===== config.mk =====
export PLATFORM = sky130hd
export DESIGN_NAME = ntt_intt_sequencer_flat
export DESIGN_NICKNAME = d
export VERILOG_FILES = /design/src/rtl/ntt_pkg.sv /design/src/rtl/ntt_intt_sequencer_if.sv /design/src/rtl/ntt_addr_gen.sv /design/src/rtl/ntt_intt_sequencer.sv /design/src/flat_wrapper.sv
export SDC_FILE = /design/constraint.sdc
export NUM_CORES = 1
export LEC_CHECK = 0
export CAP_MARGIN = 20
export CORE_ASPECT_RATIO = 0.5
export CORE_MARGIN = 2
export CORE_UTILIZATION = 50
export DETAILED_ROUTE_END_ITERATION = 16
export DONT_BUFFER_PORTS = 1
export PLACE_DENSITY = 0.71
export SYNTH_ARGS = -nofsm -noshare
export SYNTH_HDL_FRONTEND = slang
export SYNTH_SLANG_ARGS = --single-unit
export TNS_END_PERCENT = 30

===== constraint.sdc =====
create_clock -name clk -period 4.3 [get_ports clk]
set_input_delay 0.215 -clock clk [delete_from_list [all_inputs] [get_ports clk]]
set_output_delay 0.215 -clock clk [all_outputs]
set_load 0.02 [all_outputs]

===== src/rtl/ntt_pkg.sv =====
// Shared constants for the NTT/INTT sequencer: default sizes, modulus and FSM state codes.
// Purely declarative; no logic.
package ntt_pkg;
    localparam int N_DEF    = 17;
    localparam int LOGN_DEF = 8;
    localparam int unsigned Q = 65537;

    typedef logic [1:0] state_t;

    localparam state_t S_IDLE  = 2'd0;
    localparam state_t S_RUN   = 2'd1;
    localparam state_t S_DRAIN = 2'd2;
    localparam state_t S_DONE  = 2'd3;
endpackage


===== src/rtl/ntt_intt_sequencer_if.sv =====
// Control, coefficient-RAM, twiddle-ROM and PE signals of the sequencer in one bundle.
// master = sequencer side, slave = RAM/ROM/PE/host side.
interface ntt_intt_sequencer_if
    import ntt_pkg::*;
#(
    parameter int N    = N_DEF,
    parameter int LOGN = LOGN_DEF
);
    logic            start;
    logic            inv;
    logic            busy;
    logic            done;
    logic [LOGN-1:0] ram_rd_addr0;
    logic [LOGN-1:0] ram_rd_addr1;
    logic [N-1:0]    ram_rd_data0;
    logic [N-1:0]    ram_rd_data1;
    logic            ram_wr_en;
    logic [LOGN-1:0] ram_wr_addr0;
    logic [LOGN-1:0] ram_wr_addr1;
    logic [N-1:0]    ram_wr_data0;
    logic [N-1:0]    ram_wr_data1;
    logic [LOGN-1:0] tw_addr;
    logic [N-1:0]    tw_data;
    logic            pe_inv;
    logic [N-1:0]    pe_a;
    logic [N-1:0]    pe_b;
    logic [N-1:0]    pe_tf;
    logic [N-1:0]    pe_p0;
    logic [N-1:0]    pe_p1;

    modport master (
        input  start, inv, ram_rd_data0, ram_rd_data1, tw_data, pe_p0, pe_p1,
        output busy, done, ram_rd_addr0, ram_rd_addr1, ram_wr_en,
               ram_wr_addr0, ram_wr_addr1, ram_wr_data0, ram_wr_data1,
               tw_addr, pe_inv, pe_a, pe_b, pe_tf
    );

    modport slave (
        output start, inv, ram_rd_data0, ram_rd_data1, tw_data, pe_p0, pe_p1,
        input  busy, done, ram_rd_addr0, ram_rd_addr1, ram_wr_en,
               ram_wr_addr0, ram_wr_addr1, ram_wr_data0, ram_wr_data1,
               tw_addr, pe_inv, pe_a, pe_b, pe_tf
    );
endinterface


===== src/rtl/ntt_addr_gen.sv =====
// Combinational butterfly address generator: (stage, k, inv) -> operand indices i0/i1 and twiddle index.
// Zero latency; no flow control.
module ntt_addr_gen #(
    parameter int LOGN = 8,
    parameter int SW   = $clog2(LOGN + 1)
) (
    input  logic [SW-1:0]   i_stage,
    input  logic [LOGN-1:0] i_k,
    input  logic            i_inv,
    output logic [LOGN-1:0] o_i0,
    output logic [LOGN-1:0] o_i1,
    output logic [LOGN-1:0] o_tw
);
    logic [SW-1:0]   w_lgm;
    logic [SW-1:0]   w_twsh;
    logic [LOGN-1:0] w_m;
    logic [LOGN-1:0] w_g;
    logic [LOGN-1:0] w_j;

    // Half-span m = 1<<lgm shrinks per stage going forward and grows going inverse.
    // The twiddle base exponent is the complement of lgm in both directions.
    always_comb begin
        w_lgm  = i_inv ? i_stage : (SW'(LOGN - 1) - i_stage);
        w_twsh = SW'(LOGN - 1) - w_lgm;
        w_m    = LOGN'(1) << w_lgm;
        w_g    = i_k >> w_lgm;
        w_j    = i_k & (w_m - LOGN'(1));
        o_i0   = (w_g << (w_lgm + SW'(1))) + w_j;
        o_i1   = o_i0 + w_m;
        o_tw   = (LOGN'(1) << w_twsh) + w_g;
    end
endmodule


===== src/rtl/ntt_intt_sequencer.sv =====
// Iterative in-place NTT/INTT controller: one butterfly per RUN cycle, 2-cycle drain between stages.
// Reads issue at c, PE at c+1, write-back at c+2; no backpressure, start ignored while busy.
module ntt_intt_sequencer
    import ntt_pkg::*;
#(
    parameter int N    = N_DEF,
    parameter int LOGN = LOGN_DEF
) (
    input logic                  clk,
    input logic                  rst_n,
    ntt_intt_sequencer_if.master bus
);
    localparam int AW    = LOGN;
    localparam int SW    = $clog2(LOGN + 1);
    localparam int KLAST = (1 << LOGN) / 2 - 1;

    state_t          r_state;
    logic [SW-1:0]   r_stage;
    logic [AW-1:0]   r_k;
    logic            r_drain;
    logic            r_inv;
    logic [AW-1:0]   r_rd_addr0;
    logic [AW-1:0]   r_rd_addr1;
    logic [AW-1:0]   r_tw_addr;
    logic            r_v0;
    logic [AW-1:0]   r_d1_i0;
    logic [AW-1:0]   r_d1_i1;
    logic            r_v1;
    logic            r_wr_en;
    logic [AW-1:0]   r_wr_addr0;
    logic [AW-1:0]   r_wr_addr1;
    logic [N-1:0]    r_wr_data0;
    logic [N-1:0]    r_wr_data1;

    logic [AW-1:0]   w_i0;
    logic [AW-1:0]   w_i1;
    logic [AW-1:0]   w_tw;
    logic            w_last_k;
    logic            w_last_stage;

    ntt_addr_gen #(.LOGN(LOGN), .SW(SW)) u_addr_gen (
        .i_stage (r_stage),
        .i_k     (r_k),
        .i_inv   (r_inv),
        .o_i0    (w_i0),
        .o_i1    (w_i1),
        .o_tw    (w_tw)
    );

    assign w_last_k     = (r_k == AW'(KLAST));
    assign w_last_stage = (r_stage == SW'(LOGN - 1));

    always_ff @(posedge clk or negedge rst_n) begin
        if (!rst_n) begin
            r_state    <= S_IDLE;
            r_stage    <= '0;
            r_k        <= '0;
            r_drain    <= 1'b0;
            r_inv      <= 1'b0;
            r_rd_addr0 <= '0;
            r_rd_addr1 <= '0;
            r_tw_addr  <= '0;
            r_v0       <= 1'b0;
            r_d1_i0    <= '0;
            r_d1_i1    <= '0;
            r_v1       <= 1'b0;
            r_wr_en    <= 1'b0;
            r_wr_addr0 <= '0;
            r_wr_addr1 <= '0;
            r_wr_data0 <= '0;
            r_wr_data1 <= '0;
        end else begin
            case (r_state)
                S_IDLE: begin
                    if (bus.start) begin
                        r_state <= S_RUN;
                        r_stage <= '0;
                        r_k     <= '0;
                        r_inv   <= bus.inv;
                    end
                end
                S_RUN: begin
                    if (w_last_k) begin
                        r_state <= S_DRAIN;
                        r_k     <= '0;
                        r_drain <= 1'b0;
                    end else begin
                        r_k <= r_k + AW'(1);
                    end
                end
                S_DRAIN: begin
                    r_drain <= 1'b1;
                    if (r_drain) begin
                        if (w_last_stage) begin
                            r_state <= S_DONE;
                        end else begin
                            r_state <= S_RUN;
                            r_stage <= r_stage + SW'(1);
                        end
                    end
                end
                default: r_state <= S_IDLE;
            endcase

            // Read addresses double as the first tap of the write-address delay line.
            r_v0 <= (r_state == S_RUN);
            if (r_state == S_RUN) begin
                r_rd_addr0 <= w_i0;
                r_rd_addr1 <= w_i1;
                r_tw_addr  <= w_tw;
            end
            r_v1    <= r_v0;
            r_d1_i0 <= r_rd_addr0;
            r_d1_i1 <= r_rd_addr1;
            r_wr_en <= r_v1;
            if (r_v1) begin
                r_wr_addr0 <= r_d1_i0;
                r_wr_addr1 <= r_d1_i1;
                r_wr_data0 <= bus.pe_p0;
                r_wr_data1 <= bus.pe_p1;
            end
        end
    end

    assign bus.busy         = (r_state != S_IDLE);
    assign bus.done         = (r_state == S_DONE);
    assign bus.ram_rd_addr0 = r_rd_addr0;
    assign bus.ram_rd_addr1 = r_rd_addr1;
    assign bus.tw_addr      = r_tw_addr;
    assign bus.ram_wr_en    = r_wr_en;
    assign bus.ram_wr_addr0 = r_wr_addr0;
    assign bus.ram_wr_addr1 = r_wr_addr1;
    assign bus.ram_wr_data0 = r_wr_data0;
    assign bus.ram_wr_data1 = r_wr_data1;
    assign bus.pe_inv       = r_inv;
    assign bus.pe_a         = bus.ram_rd_data0;
    assign bus.pe_b         = bus.ram_rd_data1;
    assign bus.pe_tf        = bus.tw_data;
endmodule

===== src/flat_wrapper.sv =====
// flat-port wrapper written by rule: the top's interface ports become plain ports
module ntt_intt_sequencer_flat import ntt_pkg::*;
#(
    parameter int N    = N_DEF,
    parameter int LOGN = LOGN_DEF
)
  (clk, rst_n, bus_start, bus_inv, bus_ram_rd_data0, bus_ram_rd_data1, bus_tw_data, bus_pe_p0, bus_pe_p1, bus_busy, bus_done, bus_ram_rd_addr0, bus_ram_rd_addr1, bus_ram_wr_en, bus_ram_wr_addr0, bus_ram_wr_addr1, bus_ram_wr_data0, bus_ram_wr_data1, bus_tw_addr, bus_pe_inv, bus_pe_a, bus_pe_b, bus_pe_tf);
  ntt_intt_sequencer_if #(.N(N), .LOGN(LOGN)) bus_i ();
  input logic clk;
  input logic rst_n;
  input wire logic [$bits(bus_i.start)-1:0] bus_start;
  input wire logic [$bits(bus_i.inv)-1:0] bus_inv;
  input wire logic [$bits(bus_i.ram_rd_data0)-1:0] bus_ram_rd_data0;
  input wire logic [$bits(bus_i.ram_rd_data1)-1:0] bus_ram_rd_data1;
  input wire logic [$bits(bus_i.tw_data)-1:0] bus_tw_data;
  input wire logic [$bits(bus_i.pe_p0)-1:0] bus_pe_p0;
  input wire logic [$bits(bus_i.pe_p1)-1:0] bus_pe_p1;
  output wire logic [$bits(bus_i.busy)-1:0] bus_busy;
  output wire logic [$bits(bus_i.done)-1:0] bus_done;
  output wire logic [$bits(bus_i.ram_rd_addr0)-1:0] bus_ram_rd_addr0;
  output wire logic [$bits(bus_i.ram_rd_addr1)-1:0] bus_ram_rd_addr1;
  output wire logic [$bits(bus_i.ram_wr_en)-1:0] bus_ram_wr_en;
  output wire logic [$bits(bus_i.ram_wr_addr0)-1:0] bus_ram_wr_addr0;
  output wire logic [$bits(bus_i.ram_wr_addr1)-1:0] bus_ram_wr_addr1;
  output wire logic [$bits(bus_i.ram_wr_data0)-1:0] bus_ram_wr_data0;
  output wire logic [$bits(bus_i.ram_wr_data1)-1:0] bus_ram_wr_data1;
  output wire logic [$bits(bus_i.tw_addr)-1:0] bus_tw_addr;
  output wire logic [$bits(bus_i.pe_inv)-1:0] bus_pe_inv;
  output wire logic [$bits(bus_i.pe_a)-1:0] bus_pe_a;
  output wire logic [$bits(bus_i.pe_b)-1:0] bus_pe_b;
  output wire logic [$bits(bus_i.pe_tf)-1:0] bus_pe_tf;
  assign bus_i.start = bus_start;
  assign bus_i.inv = bus_inv;
  assign bus_i.ram_rd_data0 = bus_ram_rd_data0;
  assign bus_i.ram_rd_data1 = bus_ram_rd_data1;
  assign bus_i.tw_data = bus_tw_data;
  assign bus_i.pe_p0 = bus_pe_p0;
  assign bus_i.pe_p1 = bus_pe_p1;
  assign bus_busy = bus_i.busy;
  assign bus_done = bus_i.done;
  assign bus_ram_rd_addr0 = bus_i.ram_rd_addr0;
  assign bus_ram_rd_addr1 = bus_i.ram_rd_addr1;
  assign bus_ram_wr_en = bus_i.ram_wr_en;
  assign bus_ram_wr_addr0 = bus_i.ram_wr_addr0;
  assign bus_ram_wr_addr1 = bus_i.ram_wr_addr1;
  assign bus_ram_wr_data0 = bus_i.ram_wr_data0;
  assign bus_ram_wr_data1 = bus_i.ram_wr_data1;
  assign bus_tw_addr = bus_i.tw_addr;
  assign bus_pe_inv = bus_i.pe_inv;
  assign bus_pe_a = bus_i.pe_a;
  assign bus_pe_b = bus_i.pe_b;
  assign bus_pe_tf = bus_i.pe_tf;
  ntt_intt_sequencer #(.N(N), .LOGN(LOGN)) u_core (.clk(clk), .rst_n(rst_n), .bus(bus_i));
endmodule

==> impl_metrics.json <==
{
  "violations": "negative setup slack",
  "vias": 4528,
  "area_growth_pct": 18.7,
  "rsz0062_at_grt": "yes",
  "dieWidth_um": 163,
  "fillers": 1020,
  "clkPwrFrac": 0.351,
  "synth_nets": 729,
  "synth.top_cell.area_share": 0.430,
  "finClkSkew_ns": 0.00736,
  "grt_use_total": 0.221,
  "viasPerCell": 5.46,
  "p_int_mw": 1.71,
  "cts_tree": "built",
  "cp-start-kind": "flop",
  "synth.distinct_cells": 68,
  "synth_common_cells": "109 x dfrtp_1, 71 x nand2_1, 54 x buf_4, 54 x mux2_2, 32 x o21ai_0",
  "clock_latency_ns": 0.35,
  "hold_violations": 0,
  "io_buffers": 0,
  "required_ns": 4.58,
  "synth_edf_count": 0,
  "worst_r2r_startpoint": "u_core.r_stage[0]",
  "peakVddDrop_mv": 0.211,
  "ys_seq_area_frac": 0.430,
  "synth_area_um2": 6350,
  "antenna_found_initial": 0,
  "path_class": "flop to flop",
  "reg2reg_to": "u_core.bus.ram_rd_addr1[7]",
  "initial_core_util": 0.507,
  "cts_buffer_depth": 2,
  "grt_max_degree": 110,
  "drive_gt1_frac": 0.353,
  "cts_num_sinks": 109,
  "setup_viol": 1,
  "fin_crit_ns": 4.36,
  "slew_headroom": 0.516,
  "drtPass1Iterations": 5,
  "async_flop_share": 1.00,
  "hold_path_class": "primary input to flop",
  "core-area_um2": 12500,
  "place_hpwl_um": 10700,
  "worstHoldPathCells": 1,
  "grt_overflow_total": 0,
  "dieArea_um2": 13700,
  "cts_buffers": 9,
  "p_comb_frac": 0.134,
  "power.static_leakage_nw": 3.37,
  "p_sw_uw": 739,
  "yosys.area.top_type": "dfrtp_1",
  "ant_nets": 0,
  "die_h_um": 83.7,
  "synth_area_leaders": "dfrtp_1 43%, mux2_2 9.6%, buf_4 6.4%",
  "num_rows": 29,
  "hold_start": "bus_pe_p0[13]",
  "ys_warn_count": 0,
  "grt_pass1_wl_um": 23600,
  "synthCells": 614,
  "wire_per_inst_um": 18.2,
  "powerDensity_nw_per_um2": 325,
  "worstPathArrival_ns": 4.64,
  "fin_nets": 770,
  "drv_slew": 0,
  "htreeDepth": 3,
  "dp.cells": 777,
  "fin_ws_ns": -0.0598,
  "drtIter0Drc": 255,
  "clock-root-buffer": "clkbuf_16",
  "antennaDiodeCount": 0,
  "cp_max_fo": 7,
  "clkTransAtPathRegs_ns": 0.08,
  "syn_avg_cell_area_um2": 10.3,
  "worstRegToRegCells": 19,
  "switching_share": 0.302,
  "ys_ff_latch": 109,
  "yosysMostFrequentCell": "dfrtp_1",
  "min_period_over_period": 1.01,
  "drc": 0,
  "grt_pass1_vias": 4432,
  "power_frac_seq": 0.515,
  "gp_congestion": 0.934,
  "io_pins": 218,
  "synth_flop_cell": "dfrtp_1",
  "end_kind": "flop",
  "holdPathEnd": "u_core.bus.ram_wr_data0[13]",
  "status": "finished, violations left",
  "final_cells": 830,
  "tightest_slew_ns": 0.720,
  "final.setup.tns_ns": -0.0598,
  "reg2reg_setup_slack_ns": -0.06,
  "multiInputGateArea_um2": 3250,
  "fmax_ghz": 0.229,
  "drv_cap": 0,
  "seq_area_um2": 2730,
  "wl_um": 15100
}
-- power groups by stage --
| stage | sequential [mW] | combinational (mW) | clock (mW) |
|---|---|---|---|
| final | 1.26 | 0.329 | 0.858 |
| after global placement | 1.28 | 0.251 | 0 |
| after CTS | 1.26 | 0.301 | 0.884 |
| after floorplan | 1.26 | 0.244 | 0 |
| after detailed placement | 1.28 | 0.256 | 0 |
| after global routing | 1.27 | 0.366 | 0.924 |
-- worst max-delay path, stage by stage, from the launching register on --
cell and delay (ns):
dfrtp_2 0.50, buf_8 0.16, and2_1 0.16, mux2_4 0.30, ha_4 0.23, nand2b_4 0.15, and3b_1 0.21, ha_2 0.17
inv_1 0.05, fa_2 0.55, inv_2 0.04, ha_1 0.26, a21o_1 0.16, a21oi_2 0.16, nor2b_1 0.07, o21a_1 0.21
o41a_1 0.32, xnor2_1 0.20, xor3_1 0.26, o21ai_1 0.13
-- sequential cells by signal (all words and copies together), names as in the netlist --
name and flops:
u_core.bus.pe_inv 1, u_core.bus.ram_rd_addr0 8, u_core.bus.ram_rd_addr1 8, u_core.bus.ram_wr_addr0 8, u_core.bus.ram_wr_addr1 8, u_core.bus.ram_wr_data0 17, u_core.bus.ram_wr_data1 17, u_core.bus.ram_wr_en 1
u_core.bus.tw_addr 8, u_core.r_d1_i0 8, u_core.r_d1_i1 8, u_core.r_drain 1, u_core.r_k 8, u_core.r_stage 4, u_core.r_state 2, u_core.r_v0 1
u_core.r_v1 1
-- cell usage in the layout (no fill, tap or decap), types with 5 or more instances in the layout --
master,synthesis,final
a21o_1,12,12
a21oi_1,16,10
a21oi_2,0,6
a22o_1,5,5
and2_1,9,9
and3_1,6,6
buf_4,54,89
clkbuf_16,0,10
dfrtp_1,109,105
dlygate4sd3_1,0,17
ha_1,23,19
inv_1,14,12
mux2_2,54,54
mux2i_1,11,9
nand2_1,71,69
nand2b_1,9,8
nand3_1,8,7
nand3b_1,5,5
nor2_1,28,25
nor2b_1,12,10
nor3_1,12,10
o21ai_0,32,29
xnor2_1,14,10
xor2_1,11,9
-- worst max path at each step --
| stage | startpoint | to | slack, ns |
|---|---|---|---|
| final | u_core.r_stage[0] | u_core.bus.ram_rd_addr1[7] | -0.06 |
| after global routing | u_core.r_stage[0] | u_core.bus.ram_rd_addr1[7] | -0.25 |
| after CTS | u_core.r_stage[0] | u_core.bus.ram_rd_addr1[7] | 0.01 |
| after detailed placement | u_core.r_stage[0] | u_core.bus.ram_rd_addr1[7] | -0.25 |
| after global placement | u_core.r_stage[0] | u_core.bus.ram_rd_addr1[7] | -0.07 |
| after floorplan | u_core.r_stage[0] | u_core.bus.ram_rd_addr1[7] | 0.006 |
-- cell families (layout without fill, tap and decap cells) --
family,Yosys count,count (layout),share of synthesized area
mux,70,70,0.129
compound gates,110,110,0.120
xor+xnor,28,28,0.0434
fa+ha+maj,26,26,0.0548
simple gates,171,171,0.129
buf+inv,100,146,0.0934
flops,109,109,0.430
-- metrics by stage --
stage	utilization	hold WS [ns]	area (um2)	total power, mW	worst slack (ns)
final	0.602	0.0105	7540	2.45	-0.0598
after global routing	0.602	0.000506	7540	2.56	-0.246
after CTS	0.575	0.000471	7200	2.45	0.0106
after detailed placement	0.530	-0.0785	6630	1.54	-0.245
after global placement	0.530	-0.0781	6630	1.53	-0.0699
after floorplan	-	-0.0806	6390	1.50	0.00595
-- area by class of cell --
cell class	instances	share of cell area
clock buffers	9	0.0299
well taps	170	0.0282
repair buffers	114	0.129
flip-flops and latches	109	0.363
multi-input cells	405	0.431
clock inverters	7	0.0115
inverters	16	0.00797
-- routing by layer --
| layer | GRT usage | wire, um |
|---|---|---|
| met1 | 0.291 | 6590 |
| met4 | 0.0837 | 370 |
| met3 | 0.0517 | 953 |
| met2 | 0.356 | 7220 |
| met5 | 0 | 0 |
-- repair_timing --
| action | CTS | global route |
|---|---|---|
| hold endpoints to repair | 114 | 11 |
| pin swaps | 12 | 31 |
| resized for setup | 17 | 37 |
| buffers inserted | 13 | 4 |
| setup endpoints to repair | 2 | 3 |
| cloned | 0 | 1 |
| hold buffers | 7 | 11 |
Power figures use the tool's default switching activity.
